[src/rtl/keypad_scanner_pkg.sv]
// Shared definitions for the keypad scanner: matrix width, FSM states, row priority helper.
package keypad_scanner_pkg;

    localparam int unsigned KeyWidth  = 4;
    localparam int unsigned CodeWidth = 4;

    typedef enum logic [1:0] {
        StScan     = 2'd0,
        StDebounce = 2'd1,
        StPressed  = 2'd2,
        StRelease  = 2'd3
    } state_e;

    // Index of the lowest-numbered low (pressed) row; 0 when none is low.
    function automatic logic [1:0] lowest_low_row(input logic [KeyWidth-1:0] rows);
        logic [1:0] idx;
        idx = 2'd0;
        for (int i = KeyWidth - 1; i >= 0; i--) begin
            if (!rows[i]) begin
                idx = 2'(i);
            end
        end
        return idx;
    endfunction

endpackage

[src/rtl/keypad_scanner_scan_tick_gen.sv]
// Free-running divider producing a one-cycle tick every DIV system clocks.
module scan_tick_gen #(
    parameter int unsigned DIV = 1000
) (
    input  logic sys_clk,
    input  logic sys_rst_n,
    output logic tick
);

    localparam int unsigned    DivW   = (DIV > 1) ? $clog2(DIV) : 1;
    localparam logic [DivW-1:0] DivMax = DivW'(DIV - 1);

    logic [DivW-1:0] count;

    // Count 0..DIV-1 and wrap.
    always_ff @(posedge sys_clk or negedge sys_rst_n) begin
        if (!sys_rst_n) begin
            count <= '0;
        end else if (count == DivMax) begin
            count <= '0;
        end else begin
            count <= count + 1'b1;
        end
    end

    assign tick = (count == DivMax);

endmodule

[src/rtl/keypad_scanner.sv]
// 4x4 matrix keypad scanner with per-tick debounce of press and release.
module keypad_scanner
    import keypad_scanner_pkg::*;
#(
    parameter int unsigned SCAN_DIV       = 1000,
    parameter int unsigned DEBOUNCE_TICKS = 10
) (
    input  logic                 sys_clk,
    input  logic                 sys_rst_n,
    input  logic [KeyWidth-1:0]  row_in,
    output logic [KeyWidth-1:0]  col_out,
    output logic                 IsPressed,
    output logic [CodeWidth-1:0] keyboard_data,
    output logic                 key_valid
);

    localparam int unsigned     CntW    = $clog2(DEBOUNCE_TICKS + 1);
    // A run is complete on the tick that brings the stable count up to DEBOUNCE_TICKS.
    localparam logic [CntW-1:0] CntLast = CntW'(DEBOUNCE_TICKS - 1);

    logic                tick;
    logic [KeyWidth-1:0] row_meta;
    logic [KeyWidth-1:0] row_s;
    state_e              state;
    logic [1:0]          col;
    logic [1:0]          hold_row;
    logic [CntW-1:0]     cnt;
    logic                run_done;
    logic                hold_low;

    scan_tick_gen #(
        .DIV (SCAN_DIV)
    ) u_tick (
        .sys_clk   (sys_clk),
        .sys_rst_n (sys_rst_n),
        .tick      (tick)
    );

    assign col_out  = ~(4'b0001 << col);
    assign run_done = (cnt >= CntLast);
    assign hold_low = ~row_s[hold_row];

    // Two-flop synchroniser for the asynchronous row inputs (idle high).
    always_ff @(posedge sys_clk or negedge sys_rst_n) begin
        if (!sys_rst_n) begin
            row_meta <= '1;
            row_s    <= '1;
        end else begin
            row_meta <= row_in;
            row_s    <= row_meta;
        end
    end

    // Scan/debounce FSM with registered key outputs; decisions only on ticks.
    always_ff @(posedge sys_clk or negedge sys_rst_n) begin
        if (!sys_rst_n) begin
            state         <= StScan;
            col           <= 2'd0;
            hold_row      <= 2'd0;
            cnt           <= '0;
            IsPressed     <= 1'b0;
            keyboard_data <= '0;
            key_valid     <= 1'b0;
        end else begin
            key_valid <= 1'b0;
            if (tick) begin
                unique case (state)
                    StScan: begin
                        if (&row_s) begin
                            col <= col + 2'd1;
                        end else begin
                            hold_row <= lowest_low_row(row_s);
                            cnt      <= CntW'(1);
                            state    <= StDebounce;
                        end
                    end
                    StDebounce: begin
                        if (hold_low) begin
                            cnt <= cnt + 1'b1;
                            if (run_done) begin
                                keyboard_data <= {hold_row, col};
                                IsPressed     <= 1'b1;
                                key_valid     <= 1'b1;
                                state         <= StPressed;
                            end
                        end else begin
                            // Bounce: rescan the same column from scratch.
                            cnt   <= '0;
                            state <= StScan;
                        end
                    end
                    StPressed: begin
                        if (!hold_low) begin
                            cnt   <= CntW'(1);
                            state <= StRelease;
                        end
                    end
                    StRelease: begin
                        if (!hold_low) begin
                            cnt <= cnt + 1'b1;
                            if (run_done) begin
                                IsPressed <= 1'b0;
                                col       <= col + 2'd1;
                                cnt       <= '0;
                                state     <= StScan;
                            end
                        end else begin
                            state <= StPressed;
                        end
                    end
                endcase
            end
        end
    end

endmodule

[config.mk]
export PLATFORM = sky130hd
export DESIGN_NAME = keypad_scanner
export DESIGN_NICKNAME = d
export VERILOG_FILES = /design/src/rtl/keypad_scanner_pkg.sv /design/src/rtl/keypad_scanner_scan_tick_gen.sv /design/src/rtl/keypad_scanner.sv
export SDC_FILE = /design/constraint.sdc
export NUM_CORES = 1
export LEC_CHECK = 0
export ABC_AREA = 1
export ABC_CLOCK_PERIOD_IN_PS = 1800
export CAP_MARGIN = 20
export CORE_MARGIN = 1
export CORE_UTILIZATION = 35
export CTS_BUF_LIST = sky130_fd_sc_hd__clkbuf_4 sky130_fd_sc_hd__clkbuf_8
export DETAILED_ROUTE_END_ITERATION = 6
export GPL_TIMING_DRIVEN = 0
export SYNTH_ARGS = -nofsm -noshare
export SYNTH_HDL_FRONTEND = slang
export SYNTH_SLANG_ARGS = --single-unit
export TNS_END_PERCENT = 5
[constraint.sdc]
create_clock -name sys_clk -period 1.8 [get_ports sys_clk]
set_input_delay 0.18 -clock sys_clk [delete_from_list [all_inputs] [get_ports sys_clk]]
set_output_delay 0.18 -clock sys_clk [all_outputs]
set_load 0.01 [all_outputs]
# Word level (Yosys, flattened, before mapping)
# Cells that the tools add are included.
[word_totals]
inputBits = 6
elab_cells = 75
reg_bits = 34
[op_classes]
reduce_logical = 10
order_cmp = 2
bitwise = 3
n_addsub = 3
shifts = 1
n_eq_ne = 13
n_mux = 33
[ops]
columns = ["op", "n"]
rows = [
  ["$mux 2", 13],
  ["$mux 4", 5],
  ["$pmux 4 s4", 1],
  ["$ne 2x2->1 const B", 7],
  ["$reduce_and 4->1", 3],
  ["$add 10x1->10 const B", 1],
  ["$eq 10x10->1 const B", 1],
  ["$mux 10", 1],
  ["$reduce_and 5->1", 2],
  ["$mux 1", 9],
  ["$pmux 2 s4", 1],
  ["$ne 3x3->1 const B", 2],
  ["$reduce_and 6->1", 1],
  ["$add 4x1->4 const B", 1],
  ["$eq 2x2->1 const B", 2],
  ["$ge 4x4->1 const B", 1],
  ["$not 4->4", 1],
  ["$pmux 2 s2", 1],
  ["$reduce_bool 2->1", 2],
  ["$shl 1x2->4 const A", 1],
  ["$lt 2x3->1 const B", 1],
  ["$reduce_and 3->1", 1],
  ["$add 2x1->2 const B", 1],
  ["$bmux 1 s2", 1],
  ["other kinds (4)", 5],
]

# Logic depth before layout (Yosys ltp)
# Gate-level depths: netlist of run 1.
[logic_depth]
ltp_word = 5
depth_mapped = 11

# By module
# A second synthesis of run 1 with hierarchy kept.
[hier_totals]
cells_unflattened = 217
hier_area_um2 = 1838.0
[modules_own_cells]
columns = ["mod", "cells_each", "n_inst", "seq_area_each_um2", "area_each_um2"]
rows = [
  ["keypad_scanner", 140, 1, 610.6, 1288.7],
  ["scan_tick_gen", 77, 1, 250.2, 549.3],
]

# Worst setup path after synthesis of run 1
# Ideal clock, no wire load.
[synth_timing]
path_type = "register to register"
start = "register u_tick.count[0]"
end = "register cnt[3]"
setup_ns = 0.118
arrival_time_ns = 1.285
t_required_ns = 1.682
path_stages_with_launch = 11
n_path_buf = 0
path_slack_ns = 0.397
path_cell_list = "dfrtp_1 ha_1 nand2_1 nor2_2 nand3_4 nor2_4 nand2_4 nor2_8 inv_2 nand2_1 o21ai_2"
[synth_between]
elab_chain_len = 2
[synth_lines]
columns = ["element", "line", "source"]
rows = [
  ["start: declaration", "keypad_scanner_scan_tick_gen.sv:13", "logic [DivW-1:0] count;"],
  ["start signal: assignment", "keypad_scanner_scan_tick_gen.sv:22", "count <= count + 1'b1;"],
  ["$eq 10x10->1", "keypad_scanner_scan_tick_gen.sv:26", "assign tick = (count == DivMax);"],
  ["$reduce_and 4->1 (no source line)", "n/a", ""],
  ["end signal: assignment", "keypad_scanner.sv:73", "cnt <= CntW'(1);"],
  ["end signal: assignment", "keypad_scanner.sv:79", "cnt <= cnt + 1'b1;"],
  ["end signal: assignment", "keypad_scanner.sv:94", "cnt <= CntW'(1);"],
  ["end: declaration", "keypad_scanner.sv:27", "logic [CntW-1:0] cnt;"],
]
# Every way passes these cells.
# A chain may end at the register's enable or synchronous reset.

# Final worst setup path of run 1
[layout_timing]
start = "register col[1]"
end = "output col_out[0]"
[layout_between]
elab_chain_len = 2
[layout_lines]
columns = ["element", "line", "source"]
rows = [
  ["start: declaration", "keypad_scanner.sv:25", "logic [1:0] col;"],
  ["start signal: assignment", "keypad_scanner.sv:70", "col <= col + 2'd1;"],
  ["start signal: assignment", "keypad_scanner.sv:103", "col <= col + 2'd1;"],
  ["$shl 1x2->4", "keypad_scanner.sv:39", "assign col_out = ~(4'b0001 << col);"],
  ["$not 4->4", "keypad_scanner.sv:39", ""],
  ["end: declaration", "keypad_scanner.sv:11", "output logic [KeyWidth-1:0] col_out,"],
]
# Every way passes these cells.

==> key figures, run 1 <==
Floorplan
  • Initial core utilization: 36.6%
  • Die height: around 72 µm
  • Die W: roughly 72 µm
  • FP Rows: 25
  • Core ar.: 4720 µm²
  • Die area: between 5000 and 6000 µm²
  • I/O pin total: 16

Place
  • DP Worst Slack: 0.228 ns
  • Placed cell areas: 1960 µm²
  • Hpwl dp: 2030 µm
  • Routability congestion estimate: 0.773
  • I/O Buffers: 15

STA
  • Tmin final: 1.72 ns
  • Final hold slack: 0.295 ns
  • Relative slew slack: 50.4%
  • Slew @ Worst Pin: 0.744 ns
  • Final Skew: 0.00218 ns
  • Unrepaired setup endpoints after global routing: false
  • Post-route setup slack: 0.0850 ns
  • Pins Over Slew Limit: 0
  • F_max: 0.583 GHz
  • Final period utilization: a little over nine tenths
  • Endpoints failing setup: 0
  • Fin. Hold Viols: 0

Power and ir drop
  • Maximum VDD drop: 610 µV
  • P_leak: 1.02 nW
  • PwrDens: between 700 and 800 nW/µm²

Routing
  • DR DRC count: 0
  • DRT Pass-1 Iters: 4
  • Drt via density: 4.39
  • Via count: around 1300
  • Antenna Nets Post-Route: 0
  • WL final: around 2800 µm
  • Average wire per standard cell: 9.55 µm
  • Detailed Route Iter0 Violations: 54

Clocking
  • CTS tree: built
  • # H-tree levels: 2
  • Clock Path Buffers: 2
  • CTS Sinks: 34
  • Worst-path clk slew: 0.07 ns
  • Worst skew pair latency: 0.28 ns
  • CTS buffer count: 5
  • Root Buffer: clkbuf_8

Layout
  • Layout area overhead: 20.4%
  • Register area: 861 µm²
  • Multi-input logic area: roughly 740 µm²
  • Layout Nets: about 240
  • Share of layout cells above drive strength 1: 17.3%
  • FILL cells: 466
  • N_diodes: 0
  • Utilization after layout: between 40% and 50%
  • Final instance area: 2080 µm²

Synthesis
  • Top cells by area, synth: dfrtp_1 (38%), dfstp_2 (12%), nand2_1 (12%)
  • Prevailing post-synth register cell: dfrtp_1
  • Post-synth top area share: ~38%
  • Post-synth EDFFs: 0
  • Most numerous cell in the Yosys netlist: nand2_1
  • Seq/Total Area, Yosys: about half
  • Post-Syn Area: 1730 µm²
  • Synth Instances: between 200 and 250
  • Distinct cell type count after synthesis: 29
  • Post-synth ARST share: between 90% and 100%
  • Synth area leader: dfrtp_1
  • Most frequent cells after synthesis: nand2_1 (54), inv_1 (28), dfrtp_1 (26)
  • Ys Warns: 0
  • Net count after synthesis: ~220
  • Syn Area/Cell: 8.56 µm²
  • Synth Register Bits: 34

Setup path
  • Critical path cell sequence: inv_1 > ha_1 > inv_1 > clkdlybuf4s50_1
  • CP max-delay cell: clkdlybuf4s50_1
  • Origin of the worst setup path: col[1]
  • Worst reg2reg endpoint: cnt[3]
  • Critical Path Start Type: flop
  • WP data arrival: 1.54 ns
  • Crit Path Category: reg -> out
  • R2R Path Start: u_tick.count[0]
  • Max incr delay on CP: 0.52 ns
  • CP max FO: 4
  • Required @ worst endpoint: 1.62 ns
  • R2r setup slk: 0.22 ns
  • Critical Path Sink Type: output port
  • Worst R2R Path Depth: 10
  • Top cell by count, worst path: inv_1

Run
  • Max Cap Viol: 0

Global route
  • Vias in the first global route: about 1300
  • Initial antenna violation count: 0
  • Total congestion overflow: 0
  • Largest net degree at the start of global routing: 35
  • First-pass GRT wire length: 5120 µm
  • Total GRT Usage: 13.0%

Min path
  • HP Class: in -> reg
  • HP Start: row_in[3]
  • Worst hold endpoint: row_meta[3]
  • Hold path cells: 1

Status
  • Run status: finished clean
-- state kept, by name, indices dropped and copies added, names as in the netlist, named ones only --
signal / flops
row_meta: 4
IsPressed: 1
u_tick.count: 10
cnt: 4
hold_row: 2
state: 1
row_s: 4
col: 2
keyboard_data: 4
key_valid: 1
-- logic make-up (layout without fill, tap and decap cells) --
logic type | Yosys count | in the layout | synth area share (%)
flops | 34 | 34 | 49.8
compound gates | 20 | 20 | 6.51
xor+xnor | 3 | 3 | 1.52
simple gates | 103 | 103 | 28.9
fa+ha+maj | 8 | 8 | 5.79
buf+inv | 34 | 58 | 7.45
-- placed cells by master, fill, tap and decap left out, drive strengths merged, types with 5 or more instances in the layout --
cell           Yosys  layout
a21oi              5       5
clkbuf             0       5
clkdlybuf4s50      0      14
dfrtp             26      26
dfstp              8       8
ha                 8       8
inv               33      33
nand2             58      58
nand3             17      17
nand4              5       5
nor2              19      19
o21ai             12      12
-- layout make-up --
cell class,count,area share [%]
sequential,34,41.3
multi-input combinational,134,35.5
timing repair buffer,16,7.45
inverter,34,6.19
tap,67,4.03
clock buffer,5,3.31
clock inverter,3,2.16
-- power breakdown --
group	internal (mW)	switching (mW)
Combinational	0.0135	0.0233
Sequential	0.780	0.00435
Clock	0.412	0.284
-- routing by layer --
| layer | track usage, % | share of wire (%) | vias up |
|---|---|---|---|
| met2 | 20.0 | 44 | 22 |
| li1 | - | - | 679 |
| met5 | 0 | 0 | - |
| met4 | 9.37 | 2.8 | 0 |
| met3 | 2.92 | 3.1 | 5 |
| met1 | 16.2 | 50 | 581 |
-- worst max path at each step --
stage,to,slack (ns),cells after the start
after floorplan,cnt[3],0.40,10
after global routing,col_out[2],0.02,4
final,col_out[0],0.08,4
after global placement,keyboard_data[1],-0.22,1
after detailed placement,cnt[3],0.23,10
after CTS,col_out[0],0.04,4
-- worst max-delay path, delay by kind of cell, from the launching register on --
| kind | cells | cell delay [ns] |
|---|---|---|
| adder cells (fa/ha/maj) | 1 | 0.18 |
| buffers and inverters | 3 | 0.67 |
| flip-flops | 1 | 0.41 |
-- timing repair --
action / CTS / global route
setup endpoints to repair: 0 / 2
gates resized for setup: 0 / 1
hold endpoints to repair: 26 / 0
hold buffers: 1 / 0
buffers inserted: 0 / 0
-- metrics by stage --
stage	cells	TNS [ns]	power, mW
5_1_grt	293	0	1.58
3_3_place_gp	284	-5.55	0.837
4_1_cts	293	0	1.55
2_1_floorplan	202	0	0.808
6_report	293	0	1.52
3_5_place_dp	284	0	0.836
Power figures use the tool's default switching activity.
==> inputs of run 2 (changes only) <==
--- a/config.mk
+++ b/config.mk
@@ -15,5 +15,6 @@
 export GPL_TIMING_DRIVEN = 0
 export SYNTH_ARGS = -nofsm -noshare
 export SYNTH_HDL_FRONTEND = slang
+export SYNTH_HIERARCHICAL = 1
 export SYNTH_SLANG_ARGS = --single-unit
 export TNS_END_PERCENT = 5
==> run 2 against run 1 <==
Effect of this change:
- clock-buffer cell count stayed put
- design area is 7.0% higher
- critical endpoint is now col_out[2]
- first-iteration DRC count is 22% higher
- combinational power is 11% higher
- sequential power hardly changed
- core utilization is 0.17 points lower
- flip-flop and latch count stayed put
- largest power group unchanged
==> key figures, run 2 <==
Clocking
  • # H-tree levels: 2 (unchanged)
  • CTS buffer count: 5 (unchanged)
  • CTS tree: built
  • Clock Path Buffers: 2 (unchanged)
  • CTS Sinks: 34 (unchanged)
  • Root Buffer: clkbuf_8
  • Worst skew pair latency: 0.28 ns (about the same)
  • Worst-path clk slew: 0.07 ns (about the same)

Routing
  • Antenna Nets Post-Route: 0 (unchanged)
  • DR DRC count: 0 (unchanged)
  • WL final: 3160 µm (+13%)
  • Average wire per standard cell: 10.1 µm (+5.7%)
  • Drt via density: 4.42 (+0.67%)
  • Detailed Route Iter0 Violations: 66 (+22%)
  • DRT Pass-1 Iters: 4 (unchanged)
  • Via count: 1384 (+7.5%)

Setup path
  • R2R Path Start: u_tick/count[0]
  • R2r setup slk: 0.17 ns (-0.05 ns)
  • Max incr delay on CP: 0.52 ns (about the same)
  • Critical path cell sequence: inv_2 > ha_1 > inv_1 > clkdlybuf4s50_1
  • Critical Path Sink Type: output port
  • Worst reg2reg endpoint: hold_row[1]
  • CP Buf/Inv Count: 3 (unchanged)
  • Required @ worst endpoint: 1.62 ns (about the same)
  • CP max-delay cell: clkdlybuf4s50_1
  • CP top delay family: buffers and inverters
  • Critical Path Start Type: flop
  • Worst R2R Path Depth: 9 (-1)
  • Crit Path Category: reg -> out
  • CP max FO: 4 (unchanged)
  • WP data arrival: 1.52 ns (-0.02 ns)

Synthesis
  • Seq/Total Area, Yosys: 46.8% (-2.9 points)
  • Prevailing post-synth register cell: dfrtp_1
  • Distinct cell type count after synthesis: 26 (-10%)
  • Net count after synthesis: 231 (+6.9%)
  • Synth Register Bits: 34 (unchanged)
  • Top cells by area, synth: dfrtp_1 (35%), dfstp_2 (11%), nand2_1 (11%)
  • Post-Syn Area: 1840 µm² (+6.3%)
  • Ys Warns: 6 (+6)
  • Most numerous cell in the Yosys netlist: nand2_1
  • Most frequent cells after synthesis: nand2_1 (53), inv_1 (27), dfrtp_1 (26)
  • Syn Area/Cell: 8.47 µm² (-1.1%)
  • Synth Instances: 217 (+7.4%)
  • Post-synth EDFFs: 0 (unchanged)
  • Post-synth ARST share: 100% (unchanged)
  • Post-synth top area share: 35.4% (-2.2 points)
  • Synth area leader: dfrtp_1

Place
  • Routability congestion estimate: 0.830 (+7.4%)
  • DP Worst Slack: -0.0625 ns (-0.290 ns)
  • I/O Buffers: 15 (unchanged)
  • Placed cells: 302 (+6.3%)
  • Hpwl dp: 2330 µm (+15%)

Layout
  • Biggest register: u_tick/count
  • Layout area overhead: 21.2%
  • Commonest non-fill, non-tap cells in the layout: nand2_1 (53), dfrtp_1 (26), inv_1 (24), nor2_1 (19), nand3_1 (17)
  • Share of layout cells above drive strength 1: 24.7% (+7.4 points)
  • Multi-input logic area: 861 µm² (+16%)
  • Max reg flops: 10 (unchanged)
  • N_diodes: 0 (unchanged)
  • Layout Nets: 256 (+7.1%)
  • Register area: 861 µm² (unchanged)
  • Finished Layout Cells: 313 (+6.8%)
  • Commonest non-fill, non-tap cell in the layout: nand2_1
  • FILL cells: 526 (+13%)

STA
  • Relative slew slack: 50.6% (+0.15 points)
  • Unrepaired setup endpoints after global routing: false
  • Slew @ Worst Pin: 0.742 ns (-0.00219 ns)
  • Fin. Hold Viols: 0 (unchanged)
  • Final Skew: 0.00332 ns (+0.00114 ns)
  • F_max: 0.587 GHz (+0.59%)
  • Endpoints failing setup: 0 (unchanged)
  • Pins Over Slew Limit: 0 (unchanged)
  • Final period utilization: 94.7% (-0.56 points)
  • Final hold slack: 0.296 ns (+0.00171 ns)
  • Tmin final: 1.70 ns (-0.0101 ns)
  • Post-route setup slack: 0.0951 ns (+0.0101 ns)

Floorplan
  • Initial core utilization: 36.2% (-0.39 points)
  • FP Rows: 26 (+4.0%)
  • Core ar.: 5070 µm² (+7.4%)
  • Die area: 5550 µm² (+6.1%)
  • Die W: 74.5 µm (+3.0%)
  • I/O pin total: 16 (unchanged)
  • Die height: 74.5 µm (+3.0%)

Power and ir drop
  • PwrDens: 683 nW/µm² (-6.2%)
  • P_leak: 1.04 nW (+2.5%)
  • Maximum VDD drop: 373 µV (-39%)

Global route
  • First-pass GRT wire length: 5610 µm (+9.6%)
  • Vias in the first global route: 1250 (-0.16%)
  • Total GRT Usage: 13.6% (+0.57 points)
  • Largest net degree at the start of global routing: 35 (unchanged)
  • Total congestion overflow: 0 (unchanged)
  • Initial antenna violation count: 0 (unchanged)

Min path
  • Hold path cells: 1 (unchanged)
  • HP Start: row_in[1]
  • Worst hold endpoint: row_meta[1]
  • HP Class: in -> reg

Status
  • Run status: finished clean

Run
  • Max Cap Viol: 0 (unchanged)
-- run 2: area by class of cell --
| type | count | area share, % |
|---|---|---|
| buffer | 1 | 0.505 |
| timing repair buffer | 18 | 7.75 |
| tap | 70 | 3.93 |
| clock inverter | 3 | 2.02 |
| sequential | 34 | 38.6 |
| inverter | 32 | 5.45 |
| multi-input combinational | 150 | 38.6 |
| clock buffer | 5 | 3.09 |
-- run 2: stage by stage --
step,total power [mW],utilization (%),setup TNS (ns),cell area (µm²)
2_1_floorplan,0.811,-,0,1840
5_1_grt,1.59,43.9,0,2230
6_report,1.52,43.9,0,2230
3_3_place_gp,0.842,40.9,-4.57,2080
4_1_cts,1.54,43.4,0,2200
3_5_place_dp,0.841,40.8,-0.0886,2070
-- run 2: how the worst max path moves through the flow --
stage                              to  cells after the start       startpoint
final                      col_out[2]                      4           col[0]
after global routing      hold_row[1]                      9  u_tick/count[0]
after CTS                  col_out[0]                      4           col[0]
after detailed placement  hold_row[1]                      9  u_tick/count[0]
after global placement         cnt[0]                      1        sys_rst_n
after floorplan           hold_row[1]                      9  u_tick/count[0]
-- run 2: cells by family (layout without fill, tap and decap cells) --
kind of cell / count (synthesis) / in the layout / synth area share (%)
simple gates: 123 / 123 / 34.2
buf+inv: 33 / 59 / 7.22
fa+ha+maj: 8 / 8 / 5.45
compound gates: 15 / 15 / 4.36
xor+xnor: 4 / 4 / 1.91
flops: 34 / 34 / 46.8
-- run 2: per-layer routing --
metal	part of all wire [%]	GRT usage, %	routed length, µm
met1	52	20.0	1640
met2	44	18.4	1390
met3	3.6	5.28	115
met4	0.44	3.77	14
met5	0	0	0
-- run 2: timing repair --
action | CTS | global route
resized for setup | 2 | 5
buffers inserted | 0 | 2
endpoints found under the hold margin | 26 | 0
endpoints found under the setup margin | 3 | 11
hold buffers | 1 | 0
-- run 2: power by group --
group | internal, mW | switching, mW | leakage [nW] | total (mW)
logic | 0.0143 | 0.0267 | 0.560 | 0.0410
registers | 0.780 | 0.00585 | 0.433 | 0.786
clock network | 0.412 | 0.283 | 0.0504 | 0.695
